[config.mk]
export PLATFORM = sky130hd
export DESIGN_NAME = cmp_sort_ctrl
export DESIGN_NICKNAME = d
export VERILOG_FILES = /design/src/rtl/cmp_sort_ctrl.sv
export SDC_FILE = /design/constraint.sdc
export NUM_CORES = 1
export LEC_CHECK = 0
export CAP_MARGIN = 20
export CORE_MARGIN = 5
export CORE_UTILIZATION = 40
export CTS_BUF_LIST = sky130_fd_sc_hd__clkbuf_2
export CTS_CLUSTER_DIAMETER = 60
export DETAILED_ROUTE_END_ITERATION = 10
export GPL_TIMING_DRIVEN = 0
export HOLD_SLACK_MARGIN = 0.02
export SYNTH_ARGS = -nofsm -noshare
export SYNTH_HDL_FRONTEND = slang
export SYNTH_SLANG_ARGS = --single-unit
[constraint.sdc]
create_clock -name i_clk -period 4.7 [get_ports i_clk]
set_input_delay 0.94 -clock i_clk [delete_from_list [all_inputs] [get_ports i_clk]]
set_output_delay 0.94 -clock i_clk [all_outputs]
set_load 0.005 [all_outputs]
[src/rtl/cmp_sort_ctrl.sv]
// Block sorter that time-shares one unsigned magnitude comparator to bubble-sort DEPTH samples in place.
// Latency: DEPTH load cycles, DEPTH*(DEPTH-1)/2 sort cycles, then DEPTH drain cycles.
// Backpressure: in_ready only in IDLE/LOAD; output word and last flag hold while out_valid & ~out_ready.
// Optional build macro CMP_SORT_EARLY_EXIT_EN: leaves SORT after the first pass with no swaps.

module cmp_sort_ctrl #(
    parameter int WIDTH = 8,
    parameter int DEPTH = 8
) (
    input  logic             i_clk,
    input  logic             i_rst_n,
    input  logic             i_in_valid,
    output logic             o_in_ready,
    input  logic [WIDTH-1:0] i_in_data,
    output logic             o_out_valid,
    input  logic             i_out_ready,
    output logic [WIDTH-1:0] o_out_data,
    output logic             o_out_last,
    output logic             o_busy
);

    localparam int IW = $clog2(DEPTH);
    localparam logic [IW-1:0] LAST_IDX = IW'(DEPTH - 1);

    typedef enum logic [1:0] {
        S_IDLE  = 2'd0,
        S_LOAD  = 2'd1,
        S_SORT  = 2'd2,
        S_DRAIN = 2'd3
    } state_t;

    state_t           r_state;
    logic [IW-1:0]    r_wr_idx;
    logic [IW-1:0]    r_rd_idx;
    logic [IW-1:0]    r_i;
    logic [IW-1:0]    r_lim;
    logic [WIDTH-1:0] r_mem [DEPTH];
    logic             r_out_valid;
    logic [WIDTH-1:0] r_out_data;
    logic             r_out_last;
`ifdef CMP_SORT_EARLY_EXIT_EN
    logic             r_swapped;
`endif

    logic             w_accept;
    logic             w_fire_out;
    logic [IW-1:0]    w_i_nxt;
    logic [IW-1:0]    w_rd_nxt;
    logic [WIDTH-1:0] w_a;
    logic [WIDTH-1:0] w_b;
    logic             w_gt;
    logic             w_pass_end;
    logic             w_sort_done;
    logic [WIDTH-1:0] w_head;

    // Handshake and comparator datapath; only gt matters because eq/lt leave the pair in place.
    always_comb begin
        w_accept   = i_in_valid && o_in_ready;
        w_fire_out = r_out_valid && i_out_ready;
        w_i_nxt    = r_i + 1'b1;
        w_rd_nxt   = r_rd_idx + 1'b1;
        w_a        = r_mem[r_i];
        w_b        = r_mem[w_i_nxt];
        w_gt       = (r_state == S_SORT) && (w_a > w_b);
        w_pass_end = (r_i == r_lim - 1'b1);
`ifdef CMP_SORT_EARLY_EXIT_EN
        // A pass with no swap at all means the block is already ordered.
        w_sort_done = w_pass_end && ((r_lim == IW'(1)) || !(r_swapped || w_gt));
`else
        w_sort_done = w_pass_end && (r_lim == IW'(1));
`endif
        // mem[0] as it will look after this cycle's compare, so the first drain word is correct.
        w_head     = ((r_i == '0) && w_gt) ? w_b : r_mem[0];
    end

    // Ready and busy are pure state decodes so in_ready is up right after reset release.
    always_comb begin
        o_in_ready = (r_state == S_IDLE) || (r_state == S_LOAD);
        o_busy     = (r_state == S_SORT) || (r_state == S_DRAIN);
    end

    assign o_out_valid = r_out_valid;
    assign o_out_data  = r_out_data;
    assign o_out_last  = r_out_last;

    // Sample storage: written by the input stream while loading, pair-swapped while sorting.
    always_ff @(posedge i_clk) begin
        if (w_accept) begin
            r_mem[r_wr_idx] <= i_in_data;
        end else if (w_gt) begin
            r_mem[r_i]     <= w_b;
            r_mem[w_i_nxt] <= w_a;
        end
    end

    // Control FSM with registered stream outputs.
    always_ff @(posedge i_clk or negedge i_rst_n) begin
        if (!i_rst_n) begin
            r_state     <= S_IDLE;
            r_wr_idx    <= '0;
            r_rd_idx    <= '0;
            r_i         <= '0;
            r_lim       <= '0;
            r_out_valid <= 1'b0;
            r_out_data  <= '0;
            r_out_last  <= 1'b0;
`ifdef CMP_SORT_EARLY_EXIT_EN
            r_swapped   <= 1'b0;
`endif
        end else begin
            case (r_state)
                S_IDLE: begin
                    if (w_accept) begin
                        r_wr_idx <= IW'(1);
                        r_state  <= S_LOAD;
                    end
                end
                S_LOAD: begin
                    if (w_accept) begin
                        if (r_wr_idx == LAST_IDX) begin
                            r_wr_idx  <= '0;
                            r_i       <= '0;
                            r_lim     <= LAST_IDX;
`ifdef CMP_SORT_EARLY_EXIT_EN
                            r_swapped <= 1'b0;
`endif
                            r_state   <= S_SORT;
                        end else begin
                            r_wr_idx <= r_wr_idx + 1'b1;
                        end
                    end
                end
                S_SORT: begin
                    if (w_sort_done) begin
                        r_i         <= '0;
                        r_lim       <= '0;
                        r_rd_idx    <= '0;
                        r_out_valid <= 1'b1;
                        r_out_data  <= w_head;
                        r_out_last  <= 1'b0;
                        r_state     <= S_DRAIN;
                    end else if (w_pass_end) begin
                        // Largest remaining value has bubbled to lim; shrink the window, no idle cycle.
                        r_i       <= '0;
                        r_lim     <= r_lim - 1'b1;
`ifdef CMP_SORT_EARLY_EXIT_EN
                        r_swapped <= 1'b0;
`endif
                    end else begin
                        r_i       <= w_i_nxt;
`ifdef CMP_SORT_EARLY_EXIT_EN
                        r_swapped <= r_swapped || w_gt;
`endif
                    end
                end
                S_DRAIN: begin
                    if (w_fire_out) begin
                        if (r_rd_idx == LAST_IDX) begin
                            r_rd_idx    <= '0;
                            r_out_valid <= 1'b0;
                            r_out_data  <= '0;
                            r_out_last  <= 1'b0;
                            r_state     <= S_IDLE;
                        end else begin
                            r_rd_idx   <= w_rd_nxt;
                            r_out_data <= r_mem[w_rd_nxt];
                            r_out_last <= (w_rd_nxt == LAST_IDX);
                        end
                    end
                end
                default: r_state <= S_IDLE;
            endcase
        end
    end

endmodule

==> results of run 1 <==
sequential cells by signal (all words and copies together), names as in the netlist:
signal / cells
r_mem: 64
o_out_data: 8
r_i: 3
r_lim: 3
r_rd_idx: 3
r_wr_idx: 3
r_state: 2
o_out_last: 1
o_out_valid: 1
cells in the mapped netlist (6+ instances only):
library cell | number | area [sq um]
clkbuf_1 | 7 | 26.28
mux2i_1 | 25 | 250.2
mux2_1 | 38 | 427.9
a2111oi_4 | 16 | 440.4
mux2_2 | 92 | 1036
nand2_2 | 8 | 50.05
nor4_4 | 8 | 170.2
ha_1 | 21 | 262.8
dfrtp_1 | 24 | 600.6
nor2_1 | 14 | 52.55
nand2_1 | 30 | 112.6
edfxtp_1 | 64 | 1922
buf_2 | 16 | 80.08
a21oi_1 | 11 | 55.05
and2_1 | 15 | 93.84
inv_1 | 18 | 67.56
mux4_2 | 32 | 720.7
buf_6 | 9 | 101.4
mux2_4 | 6 | 90.09
and3_1 | 19 | 118.9
nor2b_1 | 9 | 56.30
o21ai_0 | 11 | 55.05
a221o_1 | 7 | 70.07
path summary, 6_finish.rpt:
| check | to | slack (ns) | cells after the start |
|---|---|---|---|
| max | r_mem[3][2] | 0.13 | 15 |
| min | o_out_last | 0.52 | 2 |
| max reg2reg | r_mem[3][2] | 0.13 | 15 |
| min reg2reg | o_out_last | 0.52 | 2 |
| max in group asynchronous | o_out_data[6] | 3.39 | 2 |
| min in group asynchronous | r_state[0] | 0.71 | 1 |
worst max-delay path, cell delays in order, from the launching register on:
cell	delay, ns
dfrtp_2	0.45
buf_6	0.19
buf_6	0.21
clkinvlp_4	0.11
ha_2	0.33
buf_4	0.24
buf_4	0.22
and3_1	0.19
nor4_4	0.31
ha_1	0.30
and4_1	0.23
nand3b_1	0.18
a21oi_1	0.40
o21ai_2	0.29
o22ai_4	0.40
buf_6	0.21
repair_timing:
item                       in CTS  in global routing
hold buffers                    0                  0
setup buffers                   9                  1
resized for setup              28                  9
setup endpoints to repair     136                 99
pin swaps                       8                  0
hold endpoints to repair        0                  0
area by class of cell:
cell class | count | area share (%)
buffer | 38 | 3.471
tap | 234 | 3.441
clock inverter | 6 | 0.7059
timing repair buffer | 44 | 5.088
clock buffer | 10 | 0.5882
sequential | 88 | 29.68
multi-input combinational | 433 | 56.06
inverter | 19 | 0.9706
metal layers:
layer  up-vias  wire (um)  global-route usage, %  part of all wire (%)
li1       2390          -                      -                     -
met1      2814      10470                  31.07                    42
met2       286      11590                  36.74                    47
met3        59       1854                  3.948                   7.5
met5         -          0                      0                     0
met4         0        959                  9.040                   3.9
stage by stage:
step / TNS [ns] / area (sq um) / setup slack [ns] / utilization [%]
3_5_place_dp: -127.15 / 8170 / -1.380 / 43.97
6_report: 0 / 8508 / 0.1306 / 45.79
5_1_grt: 0 / 8508 / 0.01141 / 45.79
4_1_cts: -0.2526 / 8457 / -0.04712 / 45.52
3_3_place_gp: -144.09 / 8019 / -1.385 / 43.16
2_1_floorplan: 0 / 7496 / 0.4091 / -
cell families after synthesis:
| group | count (synthesis) | synth area share (%) |
|---|---|---|
| compound gates | 82 | 12.22 |
| xor+xnor | 5 | 0.8681 |
| fa+ha+maj | 21 | 3.505 |
| buf+inv | 57 | 4.373 |
| flops | 88 | 33.65 |
| mux | 193 | 33.68 |
| simple gates | 132 | 11.70 |
==> results.txt, run 1 <==
The required time of the critical path came out at around 5 ns. The count of flip-flops with a built-in enable after synthesis is 64. The register clock-pin slew on the reported worst setup and hold paths is about 0.27 ns.

The root buffer cell chosen for the clock tree is clkbuf_2. In this run, CTS created clock tree buffers numbering 9. The die is ~150 um wide. The floorplan die height is roughly 150 um. The starting density of the core is about two fifths. The final route contains 5549 vias. The worst setup path is captured at a flip-flop.

For this run, the leading register cell type out of synthesis is edfxtp_1. The number of failing setup endpoints in the final timing report is 0. The wire length of the first global-routing pass is around 37 mm.

The final count of hold timing violations was 0. The area growth from synthesis to layout came out at 13.50%. The standard-cell row count is 50. The number of warnings reported in the yosys synthesis log came out at 0. The detailed-route vias per instance came out at 6.364. The synthesized net count is around 610.

The post-synthesis instance total is approximately 580. The initial antenna violation count came out at 0. The overall die area is ~0.022 sq mm. The cell area after synthesis came out at roughly 0.0075 sq mm. The transition time at the pin with the least slew margin is 1.018 ns.

The count of inserted antenna diode cells is 0. Including well taps, the total number of placed cells is 846. The count of distinct cell types in the synthesized netlist is 65. The clock network latency to the later pin of the worst-skew pair came out at around 0.62 ns.

The HPWL after detailed placement came out at about 17 mm. STA classifies the critical path startpoint as a flip-flop. The weighted congestion reported at the end of routability-driven placement came out at about 0.9. The number of antenna-violating nets in the routed design came out at 0.

The fraction of registers with async set or reset after synthesis came out at a little over a quarter. The remaining routing DRC violations came out at 0. In the final routed layout, each cell accounts on average for between 20 and 30 um. The layout has around 1700 filler cells. Data arrives at the worst endpoint at ~4.9 ns. The most common cell after layout, fill and taps aside is mux2_2. The worst slew margin relative to its limit is between 30% and 40%. The wire length reported by the detailed router came out at approximately 25 mm. The number of sinks handled by clock tree synthesis is 88.

The count of max-cap constraint violations came out at 0. The fraction of final layout cells with drive strength greater than 1 is roughly 40%. The worst clock skew came out at approximately 0.042 ns. The remaining global-route overflow came out at 0. The net count reported at finish came out at 666.

The most critical setup path has its startpoint at r_i[1]. The first-pass iteration count of the detailed router is 5. The count of buffers added on input and output ports is 23. Leaving out fill and tap cells, the most frequent cells in the layout are mux2_2 (92), edfxtp_1 (64), mux2_1 (38), mux4_2 (32), nand2_1 (30).

The flow ran to the end, and the final reports show no timing, DRC or antenna violations. The maximum buffer depth of the clock tree is 2. The critical hold path startpoint is o_out_last. The mean post-synth cell area came out at between 10 and 15 sq um. The final cell count without fillers came out at 872.

In this run the critical register-to-register path is launched from r_i[1]. The largest net degree at the start of global routing is 15. The clock tree from TritonCTS is built. Setup repair after global routing left no endpoint under its margin. The H-tree level count is 3. Across the whole layout, storage elements account for roughly 0.0025 sq mm. The post-synthesis register bit count came out at a little under 90. The global-route usage over all layers is a little under a quarter. The via count of the first global-routing pass came to 5680. The violation count after the first detailed-route iteration is 543. The class of the tightest hold or removal check is flip-flop to flip-flop.

The clock period minus final worst setup slack came out at roughly 4.6 ns. The number of top-level pins came out at 24. The core footprint is 0.01858 sq mm. The setup path with the least slack is of type flip-flop to flip-flop. The worst-path maximum fanout is 10.

Of the available clock period, the critical path in the final layout requires between 90% and 100%. The maximum achievable frequency is approximately 220 MHz. The area occupied by multi-input gates is 0.004770 sq mm.

The number of max-slew violations in the final report came out at 0. The part of the Yosys area used for sequential elements is around a third. The final hold slack is roughly 0.52 ns.
Power of run 1 is not shown: default switching activity piles up to over one toggle a cycle in this logic, so the estimate is an artifact.
==> run 2, diff against run 1 <==
--- a/config.mk
+++ b/config.mk
@@ -13,6 +13,7 @@
 export DETAILED_ROUTE_END_ITERATION = 10
 export GPL_TIMING_DRIVEN = 0
 export HOLD_SLACK_MARGIN = 0.02
+export RECOVER_POWER = 50
 export SYNTH_ARGS = -nofsm -noshare
 export SYNTH_HDL_FRONTEND = slang
 export SYNTH_SLANG_ARGS = --single-unit
==> run 2 against run 1 <==
Compared with the run above: sequential cell count stayed put; clock skew increased by 0.00091 ns; core utilization is 0.087 points lower; via count is essentially flat; wire length about the same.
==> results.txt, run 2 (synthesis results as in run 1) <==
The critical path class is flip-flop to flip-flop (unchanged). The global-route usage over all layers is 22.94% (unchanged). The kind of start point of the critical path is a flip-flop (unchanged).

The wire length reported by the detailed router is 24.87 mm (about the same). The clock root buffer master was clkbuf_2 (unchanged). The remaining global-route overflow is 0 (unchanged). The clock network latency to the later pin of the worst-skew pair is 0.62 ns (about the same). The overall die area was 0.02158 sq mm (unchanged). The class of the tightest hold or removal check is flip-flop to flip-flop (unchanged). The H-tree level count is 3 (unchanged). The area growth from synthesis to layout is 13.29% (was 13.50%). The worst slew margin relative to its limit came out at 33.06% (was 32.11%).

The most flop-heavy register was r_mem (unchanged). The CTS buffer count came out at 9 (unchanged). The clock tree from TritonCTS is built (unchanged). The data arrival time of the worst path is 4.89 ns (was 4.91 ns). The count of max-cap constraint violations is 0 (unchanged). The first-pass iteration count of the detailed router came to 6 (was 5). The register clock-pin slew on the reported worst setup and hold paths is 0.27 ns (about the same).

The post-route cell area came out at 0.008492 sq mm (was 0.008508 sq mm). The HPWL after detailed placement is 16.97 mm (unchanged). The most common cell after layout, fill and taps aside is mux2_2 (unchanged). The maximum achievable frequency came to 219.8 MHz (was 218.8 MHz). The net count reported at finish came to 666 (unchanged).

The number of flip-flops under the largest register name came out at 64 (unchanged). The floorplan die height is 146.9 um (unchanged). The maximum buffer depth of the clock tree was 2 (unchanged). The clock period minus final worst setup slack is 4.549 ns (was 4.569 ns).

The worst setup slack for register-to-register paths is 0.15 ns (was 0.13 ns). The required time of the critical path is 5.04 ns (about the same). The post-place instance area is 0.008170 sq mm (unchanged). The count of inserted antenna diode cells came out at 0 (unchanged). The standard-cell row count came out at 50 (unchanged). The detailed-route vias per instance was 6.360 (was 6.364). The worst-path maximum fanout came out at 10 (unchanged). The number of sinks handled by clock tree synthesis came to 88 (unchanged). The number of port buffers is 23 (unchanged).

The starting density of the core came out at 40.34% (unchanged). The final count of hold timing violations came to 0 (unchanged). The transition time at the pin with the least slew margin came to 1.004 ns (was 1.018 ns).

The weighted congestion reported at the end of routability-driven placement came out at 0.9033 (unchanged). The number of max-slew violations in the final report is 0 (unchanged). The remaining routing DRC violations is 0 (unchanged).

The kind of capture point of the worst setup path is a flip-flop (unchanged). The number of top-level pins came to 24 (unchanged). The via count of the first global-routing pass came to 5680 (unchanged). The initial antenna violation count came out at 0 (unchanged). The wire length of the first global-routing pass is 36.78 mm (unchanged). The setup total negative slack came out at 0 ns (unchanged). Commonest non-fill, non-tap cells in the layout: mux2_2 (92), edfxtp_1 (64), mux2_1 (38), mux4_2 (32), nand2_1 (30) (unchanged). The share of the clock period used by the worst path is 96.78% (was 97.22%). The worst clock skew is 0.04284 ns (was 0.04193 ns).

Run status: complete, no violations (unchanged). The detail-routed net length per standard cell is 28.51 um (was 28.52 um). The number of failing setup endpoints in the final timing report is 0 (unchanged). Setup repair after global routing missed its margin: no (unchanged). The number of antenna-violating nets in the routed design came to 0 (unchanged). The die width came to 146.9 um (unchanged). The largest net degree at the start of global routing is 15 (unchanged). The core footprint is 0.01858 sq mm (unchanged). The fraction of final layout cells with drive strength greater than 1 is 39.66% (was 40.13%). The violation count after the first detailed-route iteration came out at 533 (was 543). The via count is 5546 (was 5549).
[run 2: worst max-delay path, stage by stage, from the launching register on]
cell and delay (ns):
dfrtp_2 0.45, buf_6 0.19, buf_6 0.21, clkinvlp_4 0.11, ha_2 0.33, buf_4 0.24, buf_4 0.22, and3_1 0.19
nor4_4 0.32, ha_1 0.30, and4_1 0.22, nand3b_1 0.17, a21o_1 0.26, a21oi_4 0.22, buf_6 0.18, buf_6 0.22
o2bb2ai_2 0.21, buf_6 0.20
[run 2: final timing paths]
check	start	end	cells past startpoint
max reg2reg	r_i[1]	r_mem[6][1]	17
min in group asynchronous	i_rst_n	r_state[0]	1
min	o_out_last	o_out_last	2
max	r_i[1]	r_mem[6][1]	17
min reg2reg	o_out_last	o_out_last	2
max in group asynchronous	i_rst_n	r_i[0]	2
[run 2: per-stage QoR]
stage,utilization [%],worst slack (ns),std cells,hold slack (ns)
floorplan,-,0.4091,578,0.4625
global placement,43.16,-1.385,835,0.4651
detailed placement,43.97,-1.380,846,0.4774
CTS,45.52,-0.04712,871,0.5305
global route,45.70,0.01142,872,0.5688
finish,45.70,0.1513,872,0.5163
[run 2: timing repair]
action / CTS / global route
endpoints found under the setup margin: 136 / 99
hold buffers: 0 / 0
resized for setup: 28 / 9
pin swaps: 8 / 0
setup buffers: 9 / 1
[run 2: cell type report]
class                   instances  area, sq um
fillers                      1723        10090
multi-input cells             433         4766
flip-flops and latches         88         2525
repair buffers                 44        421.7
plain buffers                  38        294.0
well taps                     234        292.8
inverters                      19        82.58
clock inverters                 6        60.06
clock buffers                  10        50.05
[run 2: per-layer routing]
metal	vias to the layer above	part of all wire [%]	track usage [%]
li1	2392	-	-
met4	0	3.8	9.040
met2	271	47	36.74
met5	-	0	0
met3	61	7.1	3.948
met1	2822	43	31.07
Power of run 2 is left out for the same reason.
==> run 3, diff against run 2 <==
--- a/config.mk
+++ b/config.mk
@@ -11,7 +11,6 @@
 export CTS_BUF_LIST = sky130_fd_sc_hd__clkbuf_2
 export CTS_CLUSTER_DIAMETER = 60
 export DETAILED_ROUTE_END_ITERATION = 10
-export GPL_TIMING_DRIVEN = 0
 export HOLD_SLACK_MARGIN = 0.02
 export RECOVER_POWER = 50
 export SYNTH_ARGS = -nofsm -noshare
==> constraint.sdc (replaced) <==
create_clock -name i_clk -period 5 [get_ports i_clk]
set_input_delay 1 -clock i_clk [delete_from_list [all_inputs] [get_ports i_clk]]
set_output_delay 1 -clock i_clk [all_outputs]
set_load 0.005 [all_outputs]
==> run 3 against run 2 <==
Compared with the run above: the run now ends with capacitance limit, slew limit left; core utilization fell by 1.7 points; global-route usage down 3.3 points; non-clock buffer count down 30; register-to-register slack improved by 0.05 ns; cell area shrank 3.8%; clock-buffer cell count down 1; sequential cell count stayed put; wire length down 16%; via count is 6.1% lower; setup slack better by 0.050 ns; highest routed layer unchanged.
==> results.txt, run 3 (synthesis results as in run 1) <==
Run status: complete, but fails checks (was complete, no violations). The final reports fail on capacitance limit, slew limit. The end-of-flow core utilization is 43.96% (was 45.70%). The share of the clock period used by the worst path came to 95.98% (was 96.78%). The largest net degree at the start of global routing came out at 42 (was 15). The register clock-pin slew on the reported worst setup and hold paths came out at 0.24 ns (was 0.27 ns). The number of antenna-violating nets in the routed design came out at 0 (unchanged). The data arrival time of the worst path came to 5.21 ns (was 4.89 ns). The via count is 5205 (was 5546). The via count of the first global-routing pass came out at 5278 (was 5680). The HPWL after detailed placement is 14.32 mm (was 16.97 mm). The overall die area is 0.02158 sq mm (unchanged). The class of the tightest hold or removal check is flip-flop to flip-flop (unchanged).

The number of flip-flops under the largest register name was 64 (unchanged). The initial antenna violation count came out at 0 (unchanged). The starting density of the core is 40.34% (unchanged). The remaining routing DRC violations is 0 (unchanged). The wire length of the first global-routing pass was 32.21 mm (was 36.78 mm). The H-tree level count came out at 3 (unchanged). The CTS buffer count was 9 (unchanged). The most flop-heavy register is r_mem (unchanged). The wire length reported by the detailed router is 20.99 mm (was 24.87 mm). The hold-critical path depth came out at 2 (unchanged). The core footprint is 0.01858 sq mm (unchanged). The violation count after the first detailed-route iteration is 496 (was 533). The total area of sequential cells is 0.002524 sq mm (was 0.002525 sq mm). The global-route usage over all layers came to 19.68% (was 22.94%). The die width came out at 146.9 um (unchanged). The floorplan die height is 146.9 um (unchanged). Setup repair after global routing missed its margin: no (unchanged). The area occupied by multi-input gates is 0.004674 sq mm (was 0.004766 sq mm).

The standard-cell row count is 50 (unchanged). The required time of the critical path came out at 5.41 ns (was 5.04 ns). The worst-path maximum fanout is 32 (was 10). The setup total negative slack was 0 ns (unchanged). The detailed-route vias per instance is 6.167 (was 6.360).

The hold-fix buffer count after cts came to 0 (unchanged). The clock network latency to the later pin of the worst-skew pair is 0.63 ns (was 0.62 ns). The post-CTS setup buffer count came out at 0 (was 9). The area growth from synthesis to layout came out at 8.963% (was 13.29%). The post-cts resize count is 0 (was 28). The weighted congestion reported at the end of routability-driven placement is 0.8943 (was 0.9033). The transition time at the pin with the least slew margin is 1.824 ns (was 1.004 ns). The maximum buffer depth of the clock tree is 2 (unchanged). The clock tree from TritonCTS is built (unchanged). The kind of start point of the critical path is a flip-flop (unchanged). The clock period minus final worst setup slack is 4.799 ns (was 4.549 ns).

The kind of capture point of the worst setup path is a flip-flop (unchanged). The number of failing setup endpoints in the final timing report is 0 (unchanged). The worst slew margin relative to its limit came out at -21.61% (was 33.06%). The number of top-level pins is 24 (unchanged). The number of port buffers is 23 (unchanged). The critical path class was flip-flop to flip-flop (unchanged). The worst clock skew is 0.03760 ns (was 0.04284 ns). The net count reported at finish is 636 (was 666).

The final count of hold timing violations came out at 0 (unchanged). The filler cell count is 1705 (was 1723). The fraction of final layout cells with drive strength greater than 1 is 36.51% (was 39.66%). Commonest non-fill, non-tap cells in the layout: mux2_2 (92), edfxtp_1 (64), mux2_1 (38), mux4_2 (32), nand2_1 (30) (unchanged).

The detail-routed net length per standard cell is 24.87 um (was 28.51 um). The maximum achievable frequency is 208.4 MHz (was 219.8 MHz). The most common cell after layout, fill and taps aside was mux2_2 (unchanged). The first-pass iteration count of the detailed router is 5 (was 6). The count of cells along the worst register-to-register path is 11 (was 17). The number of sinks handled by clock tree synthesis was 88 (unchanged). The number of max-slew violations in the final report came out at 40 (was 0). The remaining global-route overflow was 0 (unchanged). The clock root buffer master is clkbuf_2 (unchanged). The count of max-cap constraint violations came out at 2 (was 0).
-- run 3: worst max-delay path, stage by stage (launching register included) --
cell and delay, ns:
dfrtp_1 0.55, clkbuf_1 0.83, inv_1 0.67, nand2_1 0.20, nand2_1 0.24, ha_1 0.40
a21oi_1 0.06, o21ai_0 0.28, nand3_1 0.25, a21oi_4 0.25, buf_4 0.44, mux2_2 0.40
-- run 3: layout make-up --
class | count | area share (%)
diodes | 2 | 0.06127
inverters | 19 | 1.042
repair buffers | 52 | 5.760
clock buffers | 9 | 0.5515
well taps | 234 | 3.585
multi-input cells | 433 | 57.23
clock inverters | 7 | 0.8732
flip-flops and latches | 88 | 30.90
-- run 3: path summary, 6_finish.rpt --
path / start / endpoint / slack (ns)
min in group asynchronous: i_rst_n / o_out_data[0] / 1.26
max in group asynchronous: i_rst_n / r_i[0] / 2.71
max: r_i[2] / r_mem[7][1] / 0.20
max reg2reg: r_i[2] / r_mem[7][1] / 0.20
min: o_out_last / o_out_last / 0.50
min reg2reg: o_out_last / o_out_last / 0.50
-- run 3: metrics by stage --
stage	hold slack (ns)	setup slack [ns]	instance area, sq um	instances
2_1_floorplan	0.4625	0.7091	7496	578
3_3_place_gp	0.4654	0.4934	8073	826
3_5_place_dp	0.4730	0.3534	8073	826
4_1_cts	0.5181	0.3341	8189	842
5_1_grt	0.5644	0.008175	8163	842
6_report	0.5049	0.2010	8168	844
-- run 3: metal layers --
layer | global-route usage (%) | routed length (um) | vias up
met4 | 8.155 | 800 | 0
li1 | - | - | 2333
met3 | 3.948 | 1317 | 50
met1 | 26.18 | 9132 | 2633
met2 | 31.46 | 9742 | 189
met5 | 0 | 0 | -
Power of run 3 is left out for the same reason.
